## src/rtl/serial_paralelo_rx.sv

```systemverilog
// Serial-to-parallel receiver: finds byte alignment from comma symbols and
// delivers aligned data bytes with a valid flag, all in the bit-rate domain.
module serial_paralelo_rx #(
    parameter logic [7:0]  COMMA  = 8'hBC,
    parameter int unsigned BC_REQ = 4
) (
    input  logic       clk_32f,
    input  logic       reset,
    input  logic       data_in,
    output logic [7:0] data_out,
    output logic       valid_out,
    output logic       active,
    output logic       byte_strobe
);

    typedef enum logic [1:0] {
        StBuscando,
        StContando,
        StSincronizado
    } state_e;

    localparam logic [3:0] BcReq = 4'(BC_REQ);

    state_e     state_q;
    logic [7:0] sr_q;
    logic [2:0] bit_cnt_q;
    logic [3:0] bc_cnt_q;
    logic [7:0] nxt;
    logic       boundary;
    logic       is_comma;

    assign nxt      = {sr_q[6:0], data_in};
    assign boundary = (bit_cnt_q == 3'd7);
    assign is_comma = (nxt == COMMA);

    always_ff @(posedge clk_32f) begin
        if (reset) begin
            state_q     <= StBuscando;
            sr_q        <= 8'h00;
            bit_cnt_q   <= 3'd0;
            bc_cnt_q    <= 4'd0;
            data_out    <= 8'h00;
            valid_out   <= 1'b0;
            active      <= 1'b0;
            byte_strobe <= 1'b0;
        end else begin
            sr_q        <= nxt;
            byte_strobe <= 1'b0;
            case (state_q)
                StBuscando: begin
                    // Bit-level search: any position may start a comma.
                    if (is_comma) begin
                        bit_cnt_q <= 3'd0;
                        bc_cnt_q  <= 4'd1;
                        if (BcReq == 4'd1) begin
                            state_q <= StSincronizado;
                            active  <= 1'b1;
                        end else begin
                            state_q <= StContando;
                        end
                    end
                end
                StContando: begin
                    bit_cnt_q <= bit_cnt_q + 3'd1;
                    if (boundary) begin
                        if (is_comma) begin
                            bc_cnt_q <= bc_cnt_q + 4'd1;
                            if (bc_cnt_q + 4'd1 == BcReq) begin
                                state_q <= StSincronizado;
                                active  <= 1'b1;
                            end
                        end else begin
                            bc_cnt_q <= 4'd0;
                            state_q  <= StBuscando;
                        end
                    end
                end
                StSincronizado: begin
                    bit_cnt_q <= bit_cnt_q + 3'd1;
                    if (boundary) begin
                        byte_strobe <= 1'b1;
                        if (is_comma) begin
                            valid_out <= 1'b0;
                        end else begin
                            data_out  <= nxt;
                            valid_out <= 1'b1;
                        end
                    end
                end
                default: state_q <= StBuscando;
            endcase
        end
    end

endmodule
```

## config.mk

```make
export PLATFORM = sky130hd
export DESIGN_NAME = serial_paralelo_rx
export DESIGN_NICKNAME = d
export VERILOG_FILES = /design/src/rtl/serial_paralelo_rx.sv
export SDC_FILE = /design/constraint.sdc
export NUM_CORES = 1
export LEC_CHECK = 0
export BUFFER_PORTS_ARGS = -buffer_cell sky130_fd_sc_hd__buf_4
export CORE_ASPECT_RATIO = 1.2
export CORE_UTILIZATION = 56
export DETAILED_ROUTE_END_ITERATION = 12
export GPL_TIMING_DRIVEN = 0
export PLACE_DENSITY = 0.85
export SLEW_MARGIN = 40
export SYNTH_ARGS = -nofsm -noshare
export SYNTH_HDL_FRONTEND = slang
export SYNTH_SLANG_ARGS = --single-unit
```

## constraint.sdc

```tcl
create_clock -name clk_32f -period 2.05 [get_ports clk_32f]
set_clock_uncertainty 0.05 [all_clocks]
set_input_delay 0.1025 -clock clk_32f [delete_from_list [all_inputs] [get_ports clk_32f]]
set_output_delay 0.1025 -clock clk_32f [all_outputs]
set_load 0.02 [all_outputs]
```

# Word level (Yosys, flattened, before mapping)
# Cells that the tools add are included.
[op_classes]
add_sub_neg = 2
n_eq_ne = 8
n_mux = 13
bitwise = 2
reduce_logical = 11
[op_table]
columns = ["cell", "n"]
rows = [
  ["2-to-1 mux 4 bit", 3],
  ["== test 8 bit (second input constant)", 1],
  ["2-to-1 mux 2 bit", 4],
  ["one-hot mux 4 bit (2 select lines)", 1],
  ["AND reduction 4 bit", 2],
  ["one-hot mux 2 bit (3 select lines)", 1],
  ["one-hot mux 3 bit (2 select lines)", 1],
  ["AND reduction 3 bit", 2],
  ["adder 4 x 1 -> 4 bit (second input constant)", 1],
  ["== test 4 x 3 -> 1 bit (second input constant)", 1],
  ["inequality test 2 bit (second input constant)", 2],
  ["AND reduction 2 bit", 2],
  ["nonzero test 2 bit", 2],
  ["OR reduction 2 bit", 2],
  ["adder 3 x 1 -> 3 bit (second input constant)", 1],
  ["== test 3 bit (second input constant)", 1],
  ["2-to-1 mux 3 bit", 1],
  ["inequality test 3 bit (second input constant)", 1],
  ["== test 2 x 1 -> 1 bit (second input constant)", 1],
  ["== test 2 bit (second input constant)", 1],
  ["zero test 2 bit", 1],
  ["2-to-1 mux 1 bit", 2],
  ["NOT 1 bit", 2],
]
[word_totals]
regBits = 27
inputBits = 3
output_inout_bits = 11
word_cells = 44

# Logic depth before layout (Yosys ltp)
[logic_depth]
word_depth = 6
mapped_depth = 7
depth_no_buf = 6

# Worst setup path before layout
# No wires, ideal clock.
[synth_path]
path_kind = "reg-to-reg"
start = "register state_q[1]"
end = "register state_q[1]"
setup_ns = 0.116
arrival_time_ns = 1.500
required_ns = 1.884
setup_slack_ns = 0.384
stages_incl_launch_ff = 7
cell_sequence = "dfxtp_1 inv_1 ha_1 clkbuf_1 nor2b_1 or4_1 o211a_1"
[synth_via]
elab_chain_len = 3
[synth_lines]
columns = ["element", "line_no", "source"]
rows = [
  ["start, declared", "24", "state_e state_q;"],
  ["start signal, assigned", "38", "state_q <= StBuscando;"],
  ["start signal, assigned", "56", "state_q <= StSincronizado;"],
  ["start signal, assigned", "59", "state_q <= StContando;"],
  ["== test 2 x 1 -> 1 bit, or another cell as far along", "49", "case (state_q)"],
  ["inequality test 3 bit (no line), or another cell as far along", "n/a", ""],
  ["AND reduction 4 bit (no line)", "n/a", ""],
]
# Parallel ways exist; a longest one is shown, timed or not.
# A chain may end at the register's enable or synchronous reset.

# Worst setup path in the final report
[layout_path]
start = "register bc_cnt_q[0]"
end = "register state_q[0]"
[layout_via]
elab_chain_len = 4
[layout_lines]
columns = ["element", "line_no", "source"]
rows = [
  ["start, declared", "27", "logic [3:0] bc_cnt_q;"],
  ["start signal, assigned", "67", "bc_cnt_q <= bc_cnt_q + 4'd1;"],
  ["adder 4 x 1 -> 4 bit", "68", "if (bc_cnt_q + 4'd1 == BcReq) begin"],
  ["== test 4 x 3 -> 1 bit", "68", ""],
  ["inequality test 3 bit (no line)", "n/a", ""],
  ["AND reduction 4 bit (no line)", "n/a", ""],
  ["end signal, assigned", "69", "state_q <= StSincronizado;"],
  ["end signal, assigned", "74", "state_q <= StBuscando;"],
  ["end signal, assigned", "90", "default: state_q <= StBuscando;"],
]
# Every way passes these cells.

==> impl_metrics.tcl <==
set metrics [dict create \
    layout.nets 159 \
    synth_edf_count 0 \
    hold_depth 2 \
    holdCritPathClass "reg -> reg" \
    synth.ff_latch_count 27 \
    syn_to_final_growth_pct 15.6 \
    yosysUniqueCellTypes 39 \
    grt_pass1_vias 949 \
    timing.rr.start "bc_cnt_q[0]" \
    required_ns 2.27 \
    status "finished, final reports clean" \
    drc 0 \
    via_per_inst 5.55 \
    grt_pass1_wl_um 4000 \
    drv_slew 0 \
    clockRootBuffer "clkbuf_4" \
    clk_path_buf_depth 2 \
    synth.yosys.seq_area_share 0.438 \
    insertion_delay_ns 0.33 \
    holdCritStartpoint "bit_cnt_q[2]" \
    dr.pass1.iters 4 \
    numPortBuffers 13 \
    placed_cells 170 \
    fp.coreArea_mm2 0.00207 \
    wl_per_cell_um 13.3 \
    worstRegToRegCells 5 \
    clkTransAtPathRegs_ns 0.14 \
    rows 18 \
    initial_core_util 0.596 \
    totalNegativeSetupSlack_ns 0 \
    critical_path_class "reg -> reg" \
    stdcell_count 177 \
    n_antenna_cell 0 \
    track_usage 0.227 \
    p_leak_nw 0.579 \
    synth_nets 138 \
    die_x_um 44.9 \
    drtIter0Drc 15 \
    dp_hpwl_um 1770 \
    grt_max_degree 16 \
    endpoint_kind "flop" \
    cts_max_level 1 \
    synth_top_area_share 0.438 \
    reg2reg_slack_ns 0.20 \
    synth_cells 127 \
    crit_path_start_kind "flop" \
    synthFlopType "dfxtp_1" \
    min_to "bit_cnt_q[2]" \
    cts_tree "yes" \
    synthTopCellsByArea "dfxtp_1, ha_1, mux2i_1" \
    hold_violations 0 \
    synth_top_cell_by_area "dfxtp_1" \
    antenna_found_initial 0 \
    syn_avg_cell_area_um2 9.72 \
    max-vdd-ir-drop_mv 0.570 \
    fmax_mhz 541 \
    gp_congestion 0.800 \
    die-area_mm2 0.00240 \
    wirelength_um 2360 \
    max-cap-violations 0 \
    cts_num_sinks 27 \
    startpoint "bc_cnt_q[0]" \
    slew_headroom 0.712 \
    yosysWarnings 0 \
    finalSetupViolCount 0 \
    vias 983 \
    io_pins 14 \
    numCtsBuffers 3 \
    tightest_slew_ns 0.431 \
    power_w 0.000782 \
    globalRouteOverflowTotal 0 \
    synthArstFlopShare 0 \
    finalCritPeriodShare 0.901 \
    r2r-end "state_q[0]" \
    drive_above_1_share 0.156 \
    critPathMaxFanout 9 \
    p_per_area_mw_per_mm2 548 \
    die_h_um 53.4 \
    cp.arrival_ns 2.07 \
    antenna_left 0 \
    rsz0062_at_grt "no" \
    netlist_area_mm2 0.00123 \
    period_minus_slack_ns 1.85 \
]
[repair_timing]
action,4_1_cts,5_1_grt
resized for setup,0,0
setup buffers,0,0
hold endpoints to repair,3,0
setup endpoints to repair,0,0
hold buffers,3,0
[placed cells by master, fill, tap and decap left out, types with 2 or more instances in the layout]
cell type / n
dfxtp_1: 27
nor2_1: 14
buf_4: 13
mux2i_1: 9
nor2b_1: 8
ha_1: 8
nand2_1: 7
a21oi_1: 7
inv_1: 5
o21ai_1: 4
clkbuf_1: 3
nand4_1: 3
clkbuf_4: 3
dlygate4sd3_1: 3
and3_1: 2
or3_1: 2
or4_1: 2
o211a_1: 2
[per-layer routing]
metal  routed length (µm)  GRT usage  vias to the layer above
li1                     -          -                      500
met1                 1100      0.277                      461
met2                 1160      0.385                       18
met3                   61     0.0205                        4
met4                   39      0.131                        0
met5                    0          0                        -
[worst max-delay path: stages, from the launching register on]
cell,delay (ns)
dfxtp_1,0.53
ha_1,0.24
nor4bb_1,0.27
a31oi_1,0.13
a2111oi_2,0.37
mux2i_1,0.22
[per-stage QoR]
step                      utilization  area (µm²)  hold WS [ns]  worst slack, ns
final                           0.689        1430         0.446            0.203
after global routing            0.689        1430         0.475           0.0404
after CTS                       0.689        1430         0.445            0.194
after detailed placement        0.661        1370         0.271            0.221
after global placement          0.661        1370         0.268            0.291
after floorplan                     -        1230         0.124            0.384
[cells in the mapped netlist, types with 2 or more instances]
cell type	number
or4_1	2
dfxtp_1	27
mux2i_1	9
inv_1	5
o211a_1	2
clkbuf_1	3
nand4_1	3
or3_1	2
and3_1	2
nor2_1	14
ha_1	8
nand2_1	7
o21ai_1	4
nor2b_1	8
a21oi_1	7
[registers in the layout, summed over array words and instances, names as in the netlist]
signal,cells
active,1
valid_out,1
sr_q,7
bc_cnt_q,4
data_out,8
state_q,2
bit_cnt_q,3
byte_strobe,1
[worst max path at each step]
stage,to,slack (ns),cells past startpoint
floorplan,state_q[1],0.38,6
global placement,state_q[1],0.29,6
detailed placement,state_q[0],0.22,5
CTS,state_q[0],0.19,5
global route,data_out[1],0.04,7
finish,state_q[0],0.20,5
[logic make-up after synthesis]
| kind of cell | count (synthesis) | synth area share |
|---|---|---|
| buffers and inverters | 10 | 0.0375 |
| multiplexers | 9 | 0.0730 |
| adder cells (fa/ha/maj) | 8 | 0.0811 |
| AND/OR/NAND/NOR | 49 | 0.229 |
| AO/OA/AOI/OAI | 24 | 0.142 |
| flip-flops | 27 | 0.438 |
[power breakdown]
part	leakage [nW]	switching (W)	internal (W)
combinational	0.343	0.0000118	0.0000105
clock	0.0177	0.000156	0.0000733
sequential	0.218	0.00000272	0.000528
total	0.579	0.000170	0.000612
[final cells by class]
class                   count  area [µm²]
fillers                   164         644
repair buffers             16         128
flip-flops and latches     27         541
clock buffers               3        22.5
multi-input cells          90         648
well taps                  30        37.5
plain buffers               5        27.5
inverters                   5        18.8
clock inverters             1        5.00
No activity file was read; power rests on OpenSTA's default activity.
